**config.mk**
```make
export PLATFORM = sky130hd
export DESIGN_NAME = video_pattern_generator
export DESIGN_NICKNAME = d
export VERILOG_FILES = /design/src/rtl/video_pattern_generator.sv
export SDC_FILE = /design/constraint.sdc
export NUM_CORES = 1
export LEC_CHECK = 0
export ABC_AREA = 1
export CAP_MARGIN = 20
export CORE_AREA = 8 8 123 125
export DETAILED_ROUTE_END_ITERATION = 8
export DIE_AREA = 0 0 131 133
export PLACE_DENSITY = 0.77
export SLEW_MARGIN = 20
export SYNTH_ARGS = -nofsm -noshare
export SYNTH_HDL_FRONTEND = slang
export SYNTH_SLANG_ARGS = --single-unit
```
**constraint.sdc**
```tcl
create_clock -name i_clk -period 9 [get_ports i_clk]
set_input_delay 1.35 -clock i_clk [delete_from_list [all_inputs] [get_ports i_clk]]
set_output_delay 1.35 -clock i_clk [all_outputs]
set_load 0.02 [all_outputs]
```
**src/rtl/video_pattern_generator.sv**
```systemverilog
// Video timing and test-pattern source: free-running h/v raster counters,
// frame-boundary shadowing of the pattern controls, and registered HS/VS/DE/RGB.
module video_pattern_generator #(
  parameter int H_ACTIVE   = 800,
  parameter int H_FP       = 40,
  parameter int H_SYNC     = 128,
  parameter int H_BP       = 88,
  parameter int V_ACTIVE   = 600,
  parameter int V_FP       = 1,
  parameter int V_SYNC     = 4,
  parameter int V_BP       = 23,
  parameter bit HS_POL     = 1'b1,
  parameter bit VS_POL     = 1'b1,
  parameter int COLOR_BITS = 8,
  parameter int CHECK_LOG2 = 5,
  parameter int RAMP_SHIFT = 2,
  parameter int BAR_W      = 16,
  parameter int BAR_STEP   = 4
) (
  input  logic                  i_clk,
  input  logic                  i_rst_n,
  input  logic [2:0]            i_mode,
  input  logic [COLOR_BITS-1:0] i_solid_r,
  input  logic [COLOR_BITS-1:0] i_solid_g,
  input  logic [COLOR_BITS-1:0] i_solid_b,
  output logic                  o_hs,
  output logic                  o_vs,
  output logic                  o_de,
  output logic [COLOR_BITS-1:0] o_r,
  output logic [COLOR_BITS-1:0] o_g,
  output logic [COLOR_BITS-1:0] o_b,
  output logic                  o_frame_start
);

  localparam int H_TOTAL = H_ACTIVE + H_FP + H_SYNC + H_BP;
  localparam int V_TOTAL = V_ACTIVE + V_FP + V_SYNC + V_BP;
  localparam int HW      = $clog2(H_TOTAL);
  localparam int VW      = $clog2(V_TOTAL);

  localparam logic [HW-1:0] H_LAST     = HW'(H_TOTAL - 1);
  localparam logic [VW-1:0] V_LAST     = VW'(V_TOTAL - 1);
  localparam logic [HW-1:0] H_ACT_C    = HW'(H_ACTIVE);
  localparam logic [VW-1:0] V_ACT_C    = VW'(V_ACTIVE);
  localparam logic [HW-1:0] HS_START   = HW'(H_ACTIVE + H_FP);
  localparam logic [HW-1:0] HS_END     = HW'(H_ACTIVE + H_FP + H_SYNC);
  localparam logic [VW-1:0] VS_START   = VW'(V_ACTIVE + V_FP);
  localparam logic [VW-1:0] VS_END     = VW'(V_ACTIVE + V_FP + V_SYNC);
  localparam logic [HW:0]   H_ACT_E    = (HW+1)'(H_ACTIVE);
  localparam logic [HW:0]   BAR_STEP_E = (HW+1)'(BAR_STEP);
  localparam logic [HW:0]   BAR_W_E    = (HW+1)'(BAR_W);

  logic [HW-1:0]         r_h;
  logic [VW-1:0]         r_v;
  logic [7:0]            r_frame;
  logic [HW-1:0]         r_bar_start;
  logic [2:0]            r_mode;
  logic [COLOR_BITS-1:0] r_solid_r, r_solid_g, r_solid_b;

  logic                  w_frame_end;
  logic                  w_de, w_hs_act, w_vs_act;
  logic [6:0]            w_bar_ge;
  logic [2:0]            w_bar_idx;
  logic [HW:0]           w_bar_sum, w_bar_dist;
  logic [HW-1:0]         w_bar_start_next;
  logic                  w_full;
  logic [COLOR_BITS-1:0] w_r, w_g, w_b;

  assign w_frame_end = (r_h == H_LAST) && (r_v == V_LAST);
  assign w_de        = (r_h < H_ACT_C) && (r_v < V_ACT_C);
  assign w_hs_act    = (r_h >= HS_START) && (r_h < HS_END);
  assign w_vs_act    = (r_v >= VS_START) && (r_v < VS_END);

  // Colour-bar boundaries are elaboration constants; the comparisons are
  // monotonic in x, so the number of boundaries passed is the bar index.
  for (genvar gi = 0; gi < 7; gi++) begin : g_bar_bound
    assign w_bar_ge[gi] = (r_h >= HW'(H_ACTIVE * (gi + 1) / 8));
  end
  assign w_bar_idx = 3'($countones(w_bar_ge));

  // Bar start advances by BAR_STEP mod H_ACTIVE each frame; it restarts at 0
  // when the 8-bit frame counter wraps so it always equals (f*BAR_STEP) mod H_ACTIVE.
  assign w_bar_sum        = {1'b0, r_bar_start} + BAR_STEP_E;
  assign w_bar_start_next = (r_frame == 8'hFF) ? '0 :
                            (w_bar_sum >= H_ACT_E) ? HW'(w_bar_sum - H_ACT_E) : HW'(w_bar_sum);
  assign w_bar_dist       = (r_h >= r_bar_start) ? ({1'b0, r_h} - {1'b0, r_bar_start})
                                                 : ({1'b0, r_h} + H_ACT_E - {1'b0, r_bar_start});

  // Raster counters: h wraps every line, v advances on each h wrap.
  always_ff @(posedge i_clk or negedge i_rst_n) begin
    if (!i_rst_n) begin
      r_h <= '0;
      r_v <= '0;
    end else if (r_h == H_LAST) begin
      r_h <= '0;
      r_v <= (r_v == V_LAST) ? '0 : r_v + 1'b1;
    end else begin
      r_h <= r_h + 1'b1;
    end
  end

  // Pattern controls shadowed at the last clock of the frame so a frame never tears.
  always_ff @(posedge i_clk or negedge i_rst_n) begin
    if (!i_rst_n) begin
      r_mode      <= 3'd1;
      r_solid_r   <= '0;
      r_solid_g   <= '0;
      r_solid_b   <= '0;
      r_frame     <= '0;
      r_bar_start <= '0;
    end else if (w_frame_end) begin
      r_mode      <= i_mode;
      r_solid_r   <= i_solid_r;
      r_solid_g   <= i_solid_g;
      r_solid_b   <= i_solid_b;
      r_frame     <= r_frame + 1'b1;
      r_bar_start <= w_bar_start_next;
    end
  end

  // Pixel colour for the current counter position under the shadowed mode.
  always_comb begin
    w_r    = '0;
    w_g    = '0;
    w_b    = '0;
    w_full = 1'b0;
    case (r_mode)
      3'd0: begin
        w_r = r_solid_r;
        w_g = r_solid_g;
        w_b = r_solid_b;
      end
      3'd1: begin
        w_r = {COLOR_BITS{~w_bar_idx[1]}};
        w_g = {COLOR_BITS{~w_bar_idx[2]}};
        w_b = {COLOR_BITS{~w_bar_idx[0]}};
      end
      3'd2: begin
        w_r = COLOR_BITS'(r_h >> RAMP_SHIFT);
        w_g = w_r;
        w_b = w_r;
      end
      3'd3: w_full = r_h[CHECK_LOG2] ^ r_v[CHECK_LOG2];
      3'd4: w_full = (w_bar_dist < BAR_W_E);
      3'd5: w_full = (r_h == '0) || (r_h == H_ACT_C - 1'b1) ||
                     (r_v == '0) || (r_v == V_ACT_C - 1'b1);
      default: w_full = 1'b0;
    endcase
    if (r_mode >= 3'd3) begin
      w_r = {COLOR_BITS{w_full}};
      w_g = {COLOR_BITS{w_full}};
      w_b = {COLOR_BITS{w_full}};
    end
    if (!w_de) begin
      w_r = '0;
      w_g = '0;
      w_b = '0;
    end
  end

  // Output register stage: everything leaves the block one clock after its counters.
  always_ff @(posedge i_clk or negedge i_rst_n) begin
    if (!i_rst_n) begin
      o_hs          <= ~HS_POL;
      o_vs          <= ~VS_POL;
      o_de          <= 1'b0;
      o_r           <= '0;
      o_g           <= '0;
      o_b           <= '0;
      o_frame_start <= 1'b0;
    end else begin
      o_hs          <= w_hs_act ? HS_POL : ~HS_POL;
      o_vs          <= w_vs_act ? VS_POL : ~VS_POL;
      o_de          <= w_de;
      o_r           <= w_r;
      o_g           <= w_g;
      o_b           <= w_b;
      o_frame_start <= (r_h == '0) && (r_v == '0);
    end
  end

endmodule

```
==> results.json, run 1 <==
{
  "ys_warn_count": 0,
  "crit_buf_inv": 3,
  "wirelength_mm": 15.4,
  "dieArea_mm2": 0.0174,
  "drv_slew": 0,
  "cts_inserted_buffers": 9,
  "crit_arrival_ps": 4380,
  "coreArea_mm2": 0.0131,
  "synthFlopType": "dfrtp_1",
  "gp_congestion": 0.956,
  "clockBufferDepth": 2,
  "place_ws_ps": 4860,
  "tightest_slew_ps": 1020,
  "grt_max_degree": 70,
  "cts.clk_slew.worst_paths_ps": 70,
  "synth.lib_cells_used.distinct": 44,
  "cts_setup_buffers": 0,
  "synth_edf_count": 0,
  "status": "completed",
  "drv_cap": 0,
  "hold_violations": 0,
  "num_rows": 42,
  "antenna_found_initial": 0,
  "grt_pass1_wl_mm": 26.1,
  "post_drt_wl_per_cell_um": 14.7,
  "syn_nets": 886,
  "stdcell_area_mm2": 0.00719,
  "numPortBuffers": 56,
  "worstSetupPathType": "reg -> reg",
  "p_total_uw": 833,
  "firstDrtPassIters": 5,
  "die_x_um": 131,
  "fin_crit_ps": 4180,
  "switching_power_uw": 184,
  "drt-initial-drc-count": 392,
  "power.share.combinational": 0.025,
  "cts_resized": 0,
  "max_slew_margin": 0.319,
  "setup_viol": 0,
  "p_leak_nw": 3.52,
  "drt-vias-per-instance": 5.14,
  "first_global_vias": 5220,
  "peakVddDrop_mv": 0.150,
  "rsz0062_at_grt": "no",
  "boundaryPins": 57,
  "powerDensity_mw_per_mm2": 116,
  "clock_skew_ps": 7.67,
  "worst-path-max-fanout": 8,
  "route.detailed.drc": 0,
  "fin_setup_tns_ps": 0,
  "p_clk_frac": 0.474,
  "power_frac_seq": 0.502,
  "die_y_um": 133,
  "clk_latency_ps": 350,
  "synthCells": 817,
  "synth_area_per_cell_um2": 7.56,
  "crit_family": "adder cells",
  "cp_common_cell": "fa_1",
  "initial_utilization": 0.472,
  "post-route-period-util": 0.465,
  "clock_sinks": 93,
  "startpoint_type": "flop",
  "internal-power_uw": 649,
  "crit_chain": "nor2_1, inv_1, nor4_1, fa_1, fa_1, inv_1, fa_1, inv_1, fa_1, a21oi_1, nand3_1, nand2_1, a21oi_2",
  "htreeDepth": 3,
  "grt.total_usage": 0.187,
  "nets": 937,
  "ctsHoldBuffers": 0,
  "netlist_area_mm2": 0.00618,
  "end_kind": "flop",
  "max_clock_freq_mhz": 239,
  "cts_tree": "yes",
  "slowest_stage": "fa_1",
  "syn_to_final_growth_pct": 16.3,
  "setup_ws_ps": 4820,
  "ys_async_sr_fraction": 1.00,
  "place_hpwl_mm": 11.8,
  "worstHoldPathType": "reg -> reg",
  "cts_root_buf": "clkbuf_16",
  "placed_cell_area_mm2": 0.00688,
  "synth_seq_area_share": 0.377,
  "slowest_delay_ps": 540,
  "antenna_cells": 0,
  "switching_share": 0.221,
  "crit_required_ps": 9200,
  "layout-drive-gt1-share": 0.0813,
  "drtAntennaViolNets": 0,
  "vias": 5393,
  "overflow": 0,
  "ys_ff_latch": 93
}
registers in the layout, indices dropped and copies added (netlist names):
name and count:
r_h 11, r_v 10, r_bar_start 9, o_b 8, o_g 8, o_r 8, r_frame 8, r_solid_b 8
r_solid_g 8, r_solid_r 8, r_mode 3, o_de 1, o_frame_start 1, o_hs 1, o_vs 1
worst paths after layout:
| path | from | end | slack (ps) | cells after the start |
|---|---|---|---|---|
| min reg2reg | r_frame[6] | r_frame[6] | 470 | 1 |
| max | r_h[10] | o_r[5] | 4820 | 13 |
| max reg2reg | r_h[10] | o_r[5] | 4820 | 13 |
| min in group asynchronous | i_rst_n | o_de | 890 | 1 |
| max in group asynchronous | i_rst_n | r_h[9] | 6920 | 2 |
| min | r_frame[6] | r_frame[6] | 470 | 1 |
cells in the final DEF, fill, tap and decap left out, types with 9 or more instances in the layout:
cell,instances
nand3_1,70
nand2_1,265
dfrtp_1,92
clkbuf_16,9
fa_1,9
nor3_1,13
nor2_1,56
a21oi_1,33
a21oi_2,19
clkdlybuf4s50_1,55
ha_1,31
inv_1,105
xor2_1,21
o21ai_0,13
power by group through the flow:
| stage | Sequential [mW] | Combinational, mW | Clock [mW] |
|---|---|---|---|
| CTS | 0.418 | 0.0213 | 0.402 |
| floorplan | 0.426 | 0.00000198 | 0 |
| global placement | 0.426 | 0.0210 | 0 |
| detailed placement | 0.426 | 0.0213 | 0 |
| global route | 0.417 | 0.0231 | 0.420 |
| finish | 0.418 | 0.0206 | 0.394 |
final cells by class:
type	instances	area (um^2)
clock inverters	6	76.3
clock buffers	10	229
multi-input cells	593	3330
flip-flops and latches	93	2330
well taps	176	220
repair buffers	59	581
inverters	112	420
fillers	1194	5900
stage by stage:
| step | hold WS (ps) | cells | util |
|---|---|---|---|
| 2_1_floorplan | 442 | 817 | - |
| 3_3_place_gp | 453 | 1033 | 0.526 |
| 3_5_place_dp | 457 | 1033 | 0.526 |
| 4_1_cts | 470 | 1049 | 0.549 |
| 5_1_grt | 490 | 1049 | 0.549 |
| 6_report | 474 | 1049 | 0.549 |
synthesized netlist by cell type, types with 8 or more instances:
master,n,area (um^2)
o21ai_0,13,65.1
a21oi_2,19,166
nand2_1,265,995
buf_2,11,55.1
a21oi_1,33,165
inv_1,105,394
nand4_1,8,50.1
nor2_1,56,210
ha_1,31,388
nand3_1,70,350
fa_1,9,180
nor3_1,14,70.1
xor2_1,21,184
dfrtp_1,92,2300
cells by family (layout without fill, tap and decap cells):
logic type      after synthesis  in the layout  share of synthesized area
simple gates                442            442                      0.317
buf+inv                     131            187                     0.0873
flops                        93             93                      0.377
compound gates               85             85                     0.0897
fa+ha+maj                    40             40                     0.0919
xor+xnor                     25             25                     0.0354
mux                           1              1                    0.00182
metal layers:
layer  up-vias  track usage  part of all wire
li1       2702            -                 -
met1      2539        0.251              0.47
met3        21       0.0374             0.042
met4         0       0.0523             0.018
met5         -            0                 0
met2       131        0.297              0.47
No activity file was read; power rests on OpenSTA's default activity.
==> run 2, diff against run 1 <==
==> constraint.sdc (replaced) <==
create_clock -name i_clk -period 4.3 [get_ports i_clk]
set_input_delay 0.645 -clock i_clk [delete_from_list [all_inputs] [get_ports i_clk]]
set_output_delay 0.645 -clock i_clk [all_outputs]
set_load 0.02 [all_outputs]
==> run 2 against run 1 <==
Compared with the run above:
- utilization is 0.29 points higher
- global-route usage rose by 0.13 points
- worst hold slack worse by 100 ps
- routed wire length shrank 0.23%
- fmax up 7.1%
- power up 110%
- critical path type unchanged
- critical endpoint is now o_g[7]
==> results.json, run 2 (synthesized netlist as in run 1, its figures left out) <==
{
  "status": "completed",
  "drt-initial-drc-count": 421,
  "fin_setup_tns_ps": 0,
  "coreArea_mm2": 0.0131,
  "hold_ws_ps": 369,
  "peakVddDrop_mv": 0.371,
  "crit_buf_inv": 3,
  "nets": 943,
  "p_leak_nw": 3.54,
  "die_x_um": 131,
  "clock_sinks": 93,
  "tightest_slew_ps": 1020,
  "firstDrtPassIters": 5,
  "max_slew_margin": 0.319,
  "clockBufferDepth": 2,
  "rr_startpoint": "r_h[9]",
  "path_depth": 13,
  "slowest_stage": "a21oi_1",
  "syn_to_final_growth_pct": 16.9,
  "cp_common_cell": "fa_1",
  "crit_required_ps": 4490,
  "clk_latency_ps": 350,
  "drt-vias-per-instance": 5.12,
  "r2r-end": "o_g[7]",
  "crit_chain": "nor2_1, inv_1, nor4_1, fa_1, fa_1, inv_1, fa_1, inv_1, fa_1, a21oi_1, nand3_1, nand2_1, a21oi_1",
  "gp_congestion": 0.940,
  "worstSetupPathType": "reg -> reg",
  "antenna_cells": 0,
  "clock_skew_ps": 7.68,
  "worstHoldPathType": "in -> async",
  "slowest_delay_ps": 560,
  "place_hpwl_mm": 11.8,
  "max_clock_freq_mhz": 256,
  "grt_max_degree": 62,
  "initial_utilization": 0.472,
  "antenna_found_initial": 0,
  "post-route-period-util": 0.908,
  "worstSetupStartpoint": "r_h[9]",
  "first_global_vias": 5359,
  "wirelength_mm": 15.4,
  "final_cell_count_no_fill": 1055,
  "setup_viol": 0,
  "cts_setup_buffers": 0,
  "fin_crit_ps": 3910,
  "hold_violations": 0,
  "layout_common_cells": "nand2_1, inv_1, dfrtp_1, nand3_1, nor2_1",
  "drv_cap": 0,
  "worstSetupEndpoint": "o_g[7]",
  "drtAntennaViolNets": 0,
  "cts_tree": "yes",
  "cts.clk_slew.worst_paths_ps": 60,
  "rsz0062_at_grt": "no",
  "final_common_cell": "nand2_1",
  "layout-drive-gt1-share": 0.0876,
  "cts_root_buf": "clkbuf_16",
  "end_kind": "flop",
  "post_drt_wl_per_cell_um": 14.6,
  "overflow": 0,
  "boundaryPins": 57,
  "powerDensity_mw_per_mm2": 237,
  "crit_arrival_ps": 4090,
  "worst-path-max-fanout": 8,
  "largest_register_ffs": 11,
  "n_fill_cell": 1183,
  "startpoint_type": "flop",
  "ff2ff_path_depth": 13,
  "cts_inserted_buffers": 9,
  "top_regs": "r_h x11, r_v x10, r_bar_start x9",
  "numPortBuffers": 56,
  "regMostFlops": "r_h",
  "grt.total_usage": 0.189,
  "die_y_um": 133,
  "cts_resized": 0,
  "drv_slew": 0,
  "reg2reg_slack_ps": 390,
  "grt_pass1_wl_mm": 26.1,
  "num_rows": 42,
  "vias": 5405,
  "route.detailed.drc": 0,
  "dp.cells": 1039,
  "crit_family": "adder cells",
  "htreeDepth": 3,
  "dieArea_mm2": 0.0174,
  "ctsHoldBuffers": 0
}
## run 2: worst min-delay path by stage
stage | slack [ps] | to | depth (start not counted)
after floorplan | 350 | o_b[0] | 0
after global placement | 450 | r_solid_g[4] | 2
after detailed placement | 460 | r_frame[6] | 1
after CTS | 420 | r_bar_start[9] | 1
after global routing | 460 | r_solid_r[5] | 1
final | 370 | r_bar_start[9] | 1
## run 2: cell type report
cell class,instances,area (um^2),area share
multi-input cells,593,3330,0.461
inverters,112,420,0.0582
clock buffers,10,229,0.0317
repair buffers,65,626,0.0866
clock inverters,6,68.8,0.00953
flip-flops and latches,93,2330,0.322
well taps,176,220,0.0305
## run 2: layer usage
| metal | wire length [um] | part of all wire | global-route usage |
|---|---|---|---|
| met2 | 7220 | 0.47 | 0.296 |
| met1 | 6930 | 0.45 | 0.250 |
| met3 | 952 | 0.062 | 0.0446 |
| met4 | 263 | 0.017 | 0.0574 |
| met5 | 0 | 0 | 0 |
## run 2: stage by stage
stage | total power, mW | instance area (um^2) | worst slack, ps | util
after CTS | 1.73 | 7220 | 437 | 0.552
after floorplan | 0.891 | 6180 | 550 | -
final | 1.71 | 7220 | 394 | 0.552
after detailed placement | 0.936 | 6930 | 455 | 0.529
after global placement | 0.936 | 6930 | 526 | 0.529
after global routing | 1.77 | 7220 | 120 | 0.552
## run 2: power by group
part / internal [mW] / switching (mW) / leakage, nW / total (mW)
Sequential: 0.875 / 0 / 1.14 / 0.875
Combinational: 0.0224 / 0.0210 / 2.26 / 0.0433
Clock: 0.456 / 0.340 / 0.144 / 0.795
